File: config.mk
export PLATFORM = sky130hd
export DESIGN_NAME = pll_phase_ctrl
export DESIGN_NICKNAME = d
export VERILOG_FILES = /design/src/rtl/pll_phase_ctrl.sv
export SDC_FILE = /design/constraint.sdc
export NUM_CORES = 1
export LEC_CHECK = 0
export ABC_CLOCK_PERIOD_IN_PS = 1800
export CAP_MARGIN = 5
export CORE_UTILIZATION = 47
export DETAILED_ROUTE_END_ITERATION = 8
export PLACE_DENSITY = 0.75
export REMOVE_ABC_BUFFERS = 1
export SYNTH_ARGS = -nofsm -noshare
export SYNTH_HDL_FRONTEND = slang
export SYNTH_SLANG_ARGS = --single-unit
File: constraint.sdc
create_clock -name clock -period 1.8 [get_ports clock]
set_clock_uncertainty 0.15 [all_clocks]
set_input_delay 0.27 -clock clock [delete_from_list [all_inputs] [get_ports clock]]
set_output_delay 0.27 -clock clock [all_outputs]
set_load 0.03 [all_outputs]
File: src/rtl/pll_phase_ctrl.sv
// pll_phase_ctrl: ECP5 EHXPLLL dynamic phase-step sequencer (req handshake in, PHASESEL/DIR/STEP/LOADREG out); PLL_PHASELOADREG_EN adds the PHASELOADREG commit pulse
module pll_phase_ctrl #(
  parameter int SETUP_CYC    = 4,
  parameter int PULSE_CYC    = 4,
  parameter int LOCK_TIMEOUT = 1024
) (
  input  logic       clock,
  input  logic       reset_n,
  input  logic       req_valid,
  output logic       req_ready,
  input  logic [1:0] req_sel,
  input  logic       req_dir,
  input  logic [4:0] req_steps,
  input  logic       pll_locked,
  output logic [1:0] phasesel,
  output logic       phasedir,
  output logic       phasestep,
  output logic       phaseloadreg,
  output logic       busy,
  output logic       done,
  output logic       timeout,
  output logic       locked_sync
);
  localparam int CMAX = (SETUP_CYC + PULSE_CYC > LOCK_TIMEOUT) ? SETUP_CYC + PULSE_CYC : LOCK_TIMEOUT;
  localparam int CW = $clog2(CMAX + 1);
  typedef enum logic [2:0] {
    IDLE,
    SETUP,
    PULSE,
    HOLD,
`ifdef PLL_PHASELOADREG_EN
    LOAD,
`endif
    LOCKWAIT,
    DONE
  } state_t;
  state_t state_q, state_d;
  logic [CW-1:0] cnt_q, cnt_d;
  logic [1:0] sel_q, sel_d, sync_q, sync_d;
  logic dir_q, dir_d, to_q, to_d;
  logic [4:0] steps_q, steps_d;
  always_ff @(posedge clock or negedge reset_n)
    if (!reset_n) begin
      state_q <= IDLE;
      cnt_q   <= '0;
      sel_q   <= '0;
      dir_q   <= 1'b0;
      steps_q <= '0;
      to_q    <= 1'b0;
      sync_q  <= '0;
    end else begin
      state_q <= state_d;
      cnt_q   <= cnt_d;
      sel_q   <= sel_d;
      dir_q   <= dir_d;
      steps_q <= steps_d;
      to_q    <= to_d;
      sync_q  <= sync_d;
    end
  always_comb begin
    state_d = state_q;
    cnt_d   = cnt_q + 1'b1;
    sel_d   = sel_q;
    dir_d   = dir_q;
    steps_d = steps_q;
    to_d    = to_q;
    sync_d  = {sync_q[0], pll_locked};
    case (state_q)
      IDLE: begin
        cnt_d = '0;
        if (req_valid && req_ready) begin
          sel_d   = req_sel;
          dir_d   = req_dir;
          steps_d = req_steps;
          to_d    = 1'b0;
          state_d = (req_steps == 5'd0) ? DONE : SETUP;
        end
      end
      SETUP: if (cnt_q == CW'(SETUP_CYC - 1)) begin
        cnt_d   = '0;
        state_d = PULSE;
      end
      PULSE: if (cnt_q == CW'(PULSE_CYC - 1)) begin
        cnt_d   = '0;
        state_d = HOLD;
      end
      HOLD: if (cnt_q == CW'(SETUP_CYC - 1)) begin
        cnt_d   = '0;
        steps_d = steps_q - 1'b1;
`ifdef PLL_PHASELOADREG_EN
        state_d = (steps_q == 5'd1) ? LOAD : PULSE;
`else
        state_d = (steps_q == 5'd1) ? LOCKWAIT : PULSE;
`endif
      end
`ifdef PLL_PHASELOADREG_EN
      LOAD: if (cnt_q == CW'(PULSE_CYC + SETUP_CYC - 1)) begin
        cnt_d   = '0;
        state_d = LOCKWAIT;
      end
`endif
      LOCKWAIT: if (locked_sync) begin
        to_d    = 1'b0;
        state_d = DONE;
      end else if (cnt_q == CW'(LOCK_TIMEOUT - 1)) begin
        to_d    = 1'b1;
        state_d = DONE;
      end
      DONE: state_d = IDLE;
      default: state_d = IDLE;
    endcase
  end
  assign locked_sync = sync_q[1];
  assign req_ready   = (state_q == IDLE) && locked_sync;
  assign busy        = state_q != IDLE;
  assign done        = state_q == DONE;
  assign timeout     = done && to_q;
  assign phasestep   = state_q != PULSE;
  assign phasesel    = sel_q;
  assign phasedir    = dir_q;
`ifdef PLL_PHASELOADREG_EN
  assign phaseloadreg = !((state_q == LOAD) && (cnt_q < CW'(PULSE_CYC)));
`else
  assign phaseloadreg = 1'b1;
`endif
endmodule

==> results of run 1 <==
==> worst register-to-register path: stages (launching register included) <==
cell and delay, ns:
dfrtp_1 0.44, buf_6 0.14, nand4bb_2 0.29, a21o_1 0.26, o311a_1 0.34
==> layout make-up <==
type / instances / area, sq um
clock buffer: 4 / 26.3
fill: 211 / 816
inverter: 3 / 11.3
multi-input combinational: 94 / 684
sequential: 25 / 626
tap: 30 / 37.5
timing repair buffer: 40 / 367
==> logic make-up (layout without fill, tap and decap cells) <==
group,after synthesis,after routing,synth area share
flip-flops,25,25,0.476
buffers and inverters,8,47,0.0381
AND/OR/NAND/NOR,58,58,0.259
XOR/XNOR,9,9,0.0599
AO/OA/AOI/OAI,19,19,0.103
other,1,1,0.00285
adder cells (fa/ha/maj),3,3,0.0285
multiplexers,4,4,0.0333
==> per-stage QoR <==
step	util	worst slack [ns]
6_report	0.682	-0.0552
5_1_grt	0.682	-0.120
4_1_cts	0.655	-0.0455
3_5_place_dp	0.634	-0.0734
3_3_place_gp	0.634	-0.0504
2_1_floorplan	-	-0.163
==> per-layer routing <==
| metal | vias to the layer above | routed length [um] | global-route usage |
|---|---|---|---|
| met1 | 556 | 1270 | 0.248 |
| met2 | 21 | 1510 | 0.357 |
| met5 | - | 0 | 0 |
| met3 | 3 | 89 | 0.0492 |
| li1 | 537 | - | - |
| met4 | 0 | 25 | 0.0750 |
==> worst min-delay path by stage <==
stage / from / end / slack [ns] / cells after the start
after floorplan: reset_n / cnt_q[0] / -0.18 / 0
after global placement: sync_q[0] / sync_q[1] / 0.19 / 0
after detailed placement: sync_q[0] / sync_q[1] / 0.19 / 0
after CTS: reset_n / phasesel[1] / 0.14 / 2
after global routing: reset_n / phasesel[0] / 0.18 / 2
final: reset_n / phasesel[1] / 0.15 / 2
==> cell usage in the layout, fill, tap and decap left out, drive strengths merged, types with 2 or more instances in the layout <==
cell type      Yosys  final
clkdlybuf4s50      0     11
o22a               2      2
nor4               2      2
dlygate4sd2        0      2
a21oi              3      3
nand2              5      5
a31oi              3      3
o21ai              2      2
o211ai             3      3
dfrtp             25     25
buf                5     25
xor2               8      8
ha                 3      3
nor2              17     17
mux2               3      3
clkbuf             0      4
a21o               2      2
nand4              6      6
and3b              2      2
inv                3      3
or3                3      3
dlymetal6s2s       0      2
nand3              7      7
and3               3      3
nand3b             2      2
==> synth_stat cells (2+ instances only) <==
library cell	n	area share
a21o_1	2	0.011
a21oi_1	3	0.011
a31oi_1	3	0.014
and3_1	3	0.014
and3b_1	2	0.013
buf_4	3	0.017
dfrtp_1	25	0.48
ha_1	3	0.029
inv_1	3	0.0086
mux2_2	3	0.026
nand2_1	5	0.014
nand3_1	6	0.023
nand3b_1	2	0.011
nand4_1	6	0.029
nor2_1	17	0.049
o211ai_1	3	0.017
o22a_1	2	0.013
or3_1	3	0.014
xor2_1	8	0.053
==> flip-flops by register name, indices dropped and copies added (netlist names) <==
signal    flops
cnt_q        11
to_q          1
state_q       3
phasedir      1
steps_q       5
sync_q        2
phasesel      2
==> timing repair <==
item	in CTS	in global routing
gates resized for setup	20	16
pin swaps	2	1
endpoints found under the setup margin	8	27
setup buffers	2	2
==> where the power goes <==
part	internal [mW]	switching, mW	total [mW]
Clock	0.0869	0.159	0.246
Combinational	0.571	0.624	1.20
Sequential	0.721	0.133	0.854
Total	1.38	0.917	2.30
==> key figures, run 1 <==
Outcome
  – Status: finished with violations
  – Failing checks: negative setup slack

Final layout
  – Area grow syn2layout: 33.2%
  – Ratio of cells with drive above 1 in the final layout: 0.271
  – N_diodes: 0
  – Cell Count, Final, Fillers Out: 196
  – Design area: 0.00175 sq mm
  – Nets: 182

Placement
  – Cell Area, Placed: 0.00163 sq mm
  – Placed insts: 188
  – Routability congestion estimate: 0.774
  – Port bufs: 20
  – Dpl hpwl: 1990 um

Routing
  – Pre-antenna DRT Iters: 4
  – Post-Route WL: 2890 um
  – Avg WL per Cell: 14.7 um
  – DR vias: about 1100
  – Drt drc: 0
  – Post-DRT Antenna Nets: 0
  – Vias per Instance: 5.70
  – Drt first-iter violations: 18

Timing
  – RSZ-0062 raised after global routing: true
  – Final setup margin: -0.0552 ns
  – Min Hold Slack: 0.146 ns
  – Final hold violation count: 0
  – Fin crit period: 1.86 ns
  – Setup tns final: -0.0872 ns
  – Final worst-path cycle share: 1.03
  – Final setup vio count: 2
  – Max Freq: 539 MHz
  – Count of pins over their slew limit: 0

Critical path
  – CP top delay family: flip-flops
  – Crit path cell chain: buf_6 -> buf_6 -> and3b_1 -> and2_4 -> buf_6
  – WP depth: 5
  – Critical path's slowest cell: dfrtp_1
  – WP buf/inv: 3
  – Worst setup SP type: flop
  – Critical path class: reg2out
  – CP Capture Type: output port
  – Most frequent CP cell: buf_6
  – Crit path to: timeout
  – Reg-to-Reg Start: state_q[1]
  – Reg2Reg Depth: 4
  – FF-to-FF setup slack: ~0.06 ns
  – Critical path data arrival time: 1.44 ns
  – Critical Path Fanout Max: 4
  – CP Launch Point: state_q[2]
  – RR Endpoint: steps_q[2]
  – Worst EP required: 1.38 ns
  – Largest stage delay on the critical path: 0.42 ns

Synthesis
  – Ys flop type: dfrtp_1
  – Synthesized cell area: 0.00132 sq mm
  – Syn_area_per_cell: 10.4 sq um
  – Synthesized instance count: ~130
  – Ys Warns: 0
  – Cell variety after synth: 44
  – Post-synth EDFFs: 0
  – Post-synth ARST share: 1.00
  – Synth Register Bits: 25
  – Sequential area share after synthesis: 0.476

Power
  – Peak VDD IR: 888 uV
  – PD cells: 1310 mW/mm^2
  – Leak: 0.822 nW
  – Power Total: 2.30 mW

Worst hold path
  – Hold Crit Class: in2async

Die
  – Die Area: 0.00301 sq mm
  – Die width: 54.9 um
  – Initial Utilization: 0.512
  – I/O Pins: 22
  – Row count: 18
  – Core area: 0.00257 sq mm
  – Die height: 54.9 um

Job
  – Maximum Capacitance Violations: 0

Clock tree
  – Maximum root-to-sink buffer count: 2
  – TritonCTS buffer count: 3
  – Sink Count: 25
  – CTS tree: done
  – H-tree depth: 1
  – Clock latency on the worst-skew pair: 0.32 ns
  – Root Buffer: clkbuf_4
  – Hold_buf cts: 0
  – Worst-path clk slew: about 0.13 ns

GRT
  – Tot GR Track Use: 0.206
  – Initial antenna violation count: 0
  – Vias in the first global route: 1018
  – Largest net degree at the start of global routing: 26
  – Grt total ovfl: 0
  – First-pass GRT wire length: around 4300 um
No activity file was read; power rests on OpenSTA's default activity.
==> inputs of run 2 (changes only) <==
--- a/config.mk
+++ b/config.mk
@@ -7,9 +7,10 @@
 export LEC_CHECK = 0
 export ABC_CLOCK_PERIOD_IN_PS = 1800
 export CAP_MARGIN = 5
-export CORE_UTILIZATION = 47
+export CORE_UTILIZATION = 45
 export DETAILED_ROUTE_END_ITERATION = 8
-export PLACE_DENSITY = 0.75
+export GPL_TIMING_DRIVEN = 0
+export PLACE_DENSITY = 0.72
 export REMOVE_ABC_BUFFERS = 1
 export SYNTH_ARGS = -nofsm -noshare
 export SYNTH_HDL_FRONTEND = slang
==> key figures, run 2 (synthesized netlist as in run 1, its figures left out) <==
Outcome
  – Status: finished with violations
  – Failing checks: negative setup slack

Critical path
  – RR Endpoint: steps_q[2]
  – Critical path data arrival time: 1.41 ns (-0.03 ns)
  – Critical path class: reg2out
  – FF-to-FF setup slack: 0.10 ns (+0.04 ns)
  – Reg2Reg Depth: 5 (+1)
  – Critical Path Fanout Max: 4 (unchanged)
  – Worst setup SP type: flop
  – Reg-to-Reg Start: cnt_q[0]
  – Worst EP required: 1.38 ns (about the same)
  – CP Capture Type: output port

Clock tree
  – Worst-path clk slew: 0.14 ns (about the same)
  – Root Buffer: clkbuf_4
  – Hold_buf cts: 0 (unchanged)
  – Clock latency on the worst-skew pair: 0.32 ns (about the same)
  – Sink Count: 25 (unchanged)
  – Maximum root-to-sink buffer count: 2 (unchanged)
  – TritonCTS buffer count: 3 (unchanged)
  – H-tree depth: 1 (unchanged)
  – CTS tree: done

Die
  – Die width: 56.1 um (+2.1%)
  – Initial Utilization: 0.477 (-0.0353)
  – Die Area: 0.00314 sq mm (+4.3%)
  – Die height: 56.1 um (+2.1%)
  – I/O Pins: 22 (unchanged)
  – Row count: 19 (+1)
  – Core area: 0.00276 sq mm (+7.4%)

Final layout
  – Most frequent cells in the layout: dfrtp_1 (20), nor2_1 (15), clkdlybuf4s50_1 (11)
  – Area grow syn2layout: 30.5%
  – N_diodes: 0 (unchanged)
  – Design area: 0.00172 sq mm (-2.0%)
  – Reg with most FFs: cnt_q
  – Layout fillers: 222 (+5.2%)
  – Most common cell after layout, fill and taps aside: dfrtp_1
  – Ratio of cells with drive above 1 in the final layout: 0.255 (-0.0163)
  – Cell Count, Final, Fillers Out: 188 (-4.1%)
  – Largest registers: cnt_q x11, steps_q x5, state_q x3
  – Max reg flops: 11 (unchanged)
  – Nets: 173 (-4.9%)

Placement
  – Dpl hpwl: 1770 um (-11%)
  – Routability congestion estimate: 0.788 (+1.9%)
  – Cell Area, Placed: 0.00152 sq mm (-6.8%)
  – Port bufs: 20 (unchanged)
  – Placed insts: 173 (-8.0%)

Worst hold path
  – Min-Delay Path Depth: 0
  – Hold Crit Class: reg2reg
  – Hold Path End: sync_q[1]
  – Hold_sp: sync_q[0]

Power
  – Leak: 0.776 nW (-5.5%)
  – Peak VDD IR: 910 uV (+2.5%)
  – PD cells: 1360 mW/mm^2 (+3.8%)

Routing
  – Avg WL per Cell: 14.6 um (-1.1%)
  – Drt first-iter violations: 36 (+18)
  – Post-DRT Antenna Nets: 0 (unchanged)
  – DR vias: 1094 (-2.1%)
  – Vias per Instance: 5.82 (+2.1%)
  – Pre-antenna DRT Iters: 4 (unchanged)
  – Post-Route WL: 2740 um (-5.1%)
  – Drt drc: 0 (unchanged)

Timing
  – RSZ-0062 raised after global routing: true
  – Final hold violation count: 0 (unchanged)
  – Max_slew headroom: 0.260
  – Measured slew at the worst slew-check pin: 1.11 ns
  – Count of pins over their slew limit: 0 (unchanged)
  – Fin crit period: 1.83 ns (-0.0291 ns)
  – Final worst-path cycle share: 1.01 (-0.0161)
  – Final setup margin: -0.0261 ns (+0.0291 ns)
  – Max Freq: 548 MHz (+1.6%)
  – Final setup vio count: 1 (-1)

GRT
  – Initial antenna violation count: 0 (unchanged)
  – Largest net degree at the start of global routing: 26 (unchanged)
  – Tot GR Track Use: 0.183 (-0.0235)
  – Vias in the first global route: 1021 (+0.29%)
  – First-pass GRT wire length: 4660 um (+7.5%)
  – Grt total ovfl: 0 (unchanged)

Job
  – Maximum Capacitance Violations: 0 (unchanged)
-- run 2: cell types whose count changed in the layout (fill, tap and decap cells not counted), sizes merged --
cell / before / now
clkbuf: 4 / 3
clkinv: 0 / 1
and3b: 2 / 3
buf: 25 / 15
-- run 2: routing by layer --
metal  track usage  wire length (um)  up-vias
li1              -                 -      524
met1         0.244              1240      536
met2         0.306              1360       31
met3        0.0279               112        3
met4        0.0557                27        0
met5             0                 0        -
-- run 2: worst max-delay path: stages (launching register included) --
cell     delay, ns
dfrtp_2       0.44
buf_6         0.12
or3b_4        0.37
buf_6         0.15
-- run 2: worst max-delay path by stage --
stage | cells past startpoint | slack, ns | startpoint | to
5_1_grt | 4 | -0.05 | state_q[0] | req_ready
3_3_place_gp | 5 | -0.61 | cnt_q[0] | cnt_q[2]
2_1_floorplan | 5 | -0.16 | cnt_q[0] | cnt_q[10]
6_report | 3 | -0.03 | state_q[2] | phasestep
4_1_cts | 3 | -0.03 | state_q[2] | phasestep
3_5_place_dp | 5 | -0.65 | cnt_q[0] | cnt_q[3]
-- run 2: final cells by class --
cell class,count,area [sq um],share of cell area
Multi-Input combinational cell,95,719,0.419
Sequential cell,25,632,0.368
Timing Repair Buffer,30,288,0.168
Tap cell,31,38.8,0.0226
Clock buffer,3,22.5,0.0131
Inverter,3,11.3,0.00656
Clock inverter,1,5.00,0.00292
-- run 2: per-stage QoR --
| step | TNS (ns) | hold WS (ns) | setup WS, ns | power (mW) | util |
|---|---|---|---|---|---|
| detailed placement | -9.78 | 0.196 | -0.648 | 1.81 | 0.549 |
| floorplan | -1.76 | -0.176 | -0.163 | 1.51 | - |
| global route | -0.144 | 0.213 | -0.0488 | 2.48 | 0.623 |
| global placement | -8.98 | 0.188 | -0.607 | 1.78 | 0.549 |
| finish | -0.0261 | 0.218 | -0.0261 | 2.34 | 0.623 |
| CTS | -0.0268 | 0.224 | -0.0268 | 2.25 | 0.598 |
-- run 2: power by group --
part,switching (mW),internal (mW),leakage (nW)
Combinational,0.589,0.586,0.451
Clock,0.172,0.0834,0.0177
Sequential,0.176,0.729,0.308
Total,0.937,1.40,0.776
-- run 2: what timing repair did --
action,4_1_cts,5_1_grt
endpoints found under the setup margin,29,23
buffers inserted,8,2
pin swaps,2,2
cloned,0,1
hold endpoints to repair,0,0
resized for setup,42,16
==> inputs of run 3 (changes only) <==
--- a/config.mk
+++ b/config.mk
@@ -10,7 +10,7 @@
 export CORE_UTILIZATION = 45
 export DETAILED_ROUTE_END_ITERATION = 8
 export GPL_TIMING_DRIVEN = 0
-export PLACE_DENSITY = 0.72
+export PLACE_DENSITY = 0.68
 export REMOVE_ABC_BUFFERS = 1
 export SYNTH_ARGS = -nofsm -noshare
 export SYNTH_HDL_FRONTEND = slang
==> key figures, run 3 (synthesized netlist as in run 1, its figures left out) <==
Outcome
  – Status: completed

Clock tree
  – Sink Count: 25 (unchanged)
  – H-tree depth: 1 (unchanged)
  – TritonCTS buffer count: 3 (unchanged)
  – Maximum root-to-sink buffer count: 2 (unchanged)
  – Clock latency on the worst-skew pair: 0.32 ns (about the same)
  – CTS tree: done
  – Root Buffer: clkbuf_4
  – Worst-path clk slew: 0.14 ns (about the same)

Critical path
  – CP top delay family: flip-flops
  – Critical path data arrival time: 1.36 ns (-0.05 ns)
  – Critical Path Fanout Max: 4 (unchanged)
  – Reg2Reg Depth: 5 (unchanged)
  – WP buf/inv: 2 (unchanged)
  – Worst EP required: 1.38 ns (about the same)
  – WP depth: 3 (unchanged)
  – Critical path's slowest cell: dfrtp_2
  – Worst setup SP type: flop
  – Crit path cell chain: buf_6 -> or3_4 -> buf_6
  – CP Capture Type: output port
  – Most frequent CP cell: buf_6
  – Largest stage delay on the critical path: 0.45 ns (about the same)
  – Critical path class: reg2out

Die
  – Initial Utilization: 0.477 (unchanged)
  – Row count: 19 (unchanged)
  – Die width: 56.1 um (unchanged)
  – Die height: 56.1 um (unchanged)
  – Core area: 0.00276 sq mm (unchanged)
  – Die Area: 0.00314 sq mm (unchanged)
  – I/O Pins: 22 (unchanged)

Final layout
  – Max reg flops: 11 (unchanged)
  – Area grow syn2layout: 31.4%
  – Ratio of cells with drive above 1 in the final layout: 0.248 (-0.00637)
  – Largest registers: cnt_q x11, steps_q x5, state_q x3
  – Design area: 0.00173 sq mm (+0.66%)
  – Cell Count, Final, Fillers Out: 188 (unchanged)
  – Most common cell after layout, fill and taps aside: dfrtp_1
  – Nets: 173 (unchanged)
  – N_diodes: 0 (unchanged)
  – Reg with most FFs: cnt_q
  – Most frequent cells in the layout: dfrtp_1 (21), nor2_1 (15), clkdlybuf4s50_1 (11)

GRT
  – Initial antenna violation count: 0 (unchanged)
  – Largest net degree at the start of global routing: 26 (unchanged)
  – Tot GR Track Use: 0.186 (+0.00311)
  – First-pass GRT wire length: 4600 um (-1.3%)
  – Grt total ovfl: 0 (unchanged)
  – Vias in the first global route: 1052 (+3.0%)

Placement
  – Routability congestion estimate: 0.791 (+0.36%)
  – Setup WS pre-CTS: -0.605 ns (+0.0425 ns)
  – Dpl hpwl: 1750 um (-1.4%)
  – Cell Area, Placed: 0.00152 sq mm (unchanged)
  – Port bufs: 20 (unchanged)
  – Placed insts: 173 (unchanged)

Worst hold path
  – Min-Delay Path Depth: 1 (+1)
  – Hold Crit Class: in2reg

Timing
  – Final worst-path cycle share: 0.986 (-0.0282)
  – Max Freq: 563 MHz (+2.9%)
  – Final hold violation count: 0 (unchanged)
  – Fin crit period: 1.78 ns (-0.0508 ns)
  – Max_slew headroom: 0.264 (+0.00453)
  – Final setup vio count: 0 (-1)
  – Measured slew at the worst slew-check pin: 1.10 ns (-0.00677 ns)
  – Count of pins over their slew limit: 0 (unchanged)
  – RSZ-0062 raised after global routing: true
  – Final setup margin: 0.0247 ns (+0.0508 ns)

Power
  – PD cells: 1370 mW/mm^2 (+0.51%)
  – Leak: 0.760 nW (-2.1%)
  – Peak VDD IR: 1080 uV (+18%)

Routing
  – DR vias: 1088 (-0.55%)
  – Pre-antenna DRT Iters: 4 (unchanged)
  – Post-DRT Antenna Nets: 0 (unchanged)
  – Vias per Instance: 5.79 (-0.55%)
  – Drt first-iter violations: 40 (+11%)
  – Post-Route WL: 2770 um (+1.1%)
  – Drt drc: 0 (unchanged)
  – Avg WL per Cell: 14.7 um (+1.1%)

Job
  – Maximum Capacitance Violations: 0 (unchanged)
[run 3: worst register-to-register path: stages (launching register included)]
cell	delay [ns]
dfrtp_1	0.43
ha_4	0.17
nor4b_4	0.28
and3_4	0.31
a31oi_1	0.11
o22a_1	0.19
[run 3: worst paths after layout]
kind | startpoint | to | slack [ns]
min | pll_locked | sync_q[0] | 0.21
min in group asynchronous | reset_n | sync_q[1] | 0.37
max | state_q[2] | busy | 0.02
max reg2reg | cnt_q[1] | steps_q[0] | 0.07
max in group asynchronous | reset_n | state_q[2] | 0.40
min reg2reg | sync_q[0] | sync_q[1] | 0.22
[run 3: layout make-up]
class	instances	area, sq um
inverter	3	11.3
tap	31	38.8
sequential	25	631
fill	239	1030
multi-input combinational	95	737
clock inverter	1	7.51
clock buffer	3	22.5
timing repair buffer	30	280
[run 3: through the flow]
stage | setup TNS (ns) | hold slack, ns | power, mW | utilization
detailed placement | -9.48 | 0.186 | 1.81 | 0.549
CTS | -0.0574 | 0.202 | 2.27 | 0.602
global route | -0.0896 | 0.199 | 2.53 | 0.627
global placement | -9.36 | 0.188 | 1.79 | 0.549
finish | 0 | 0.214 | 2.36 | 0.627
floorplan | -1.76 | -0.176 | 1.51 | -
[run 3: metal layers]
metal | global-route usage | wire length [um]
met4 | 0.0801 | 42
met2 | 0.311 | 1330
met3 | 0.0256 | 136
met1 | 0.241 | 1260
met5 | 0 | 0
[run 3: power breakdown]
group / internal, mW / switching, mW / leakage [nW] / total, mW
Combinational: 0.602 / 0.599 / 0.437 / 1.20
Sequential: 0.727 / 0.174 / 0.309 / 0.901
Clock: 0.0849 / 0.176 / 0.0139 / 0.261
Total: 1.41 / 0.949 / 0.760 / 2.36
[run 3: what timing repair did]
item                                    in CTS  in global routing
pin swaps                                    3                  7
cloned                                       0                  1
endpoints found under the setup margin      32                 24
resized for setup                           48                  5
buffers inserted                             7                  3
hold buffers                                 0                  0
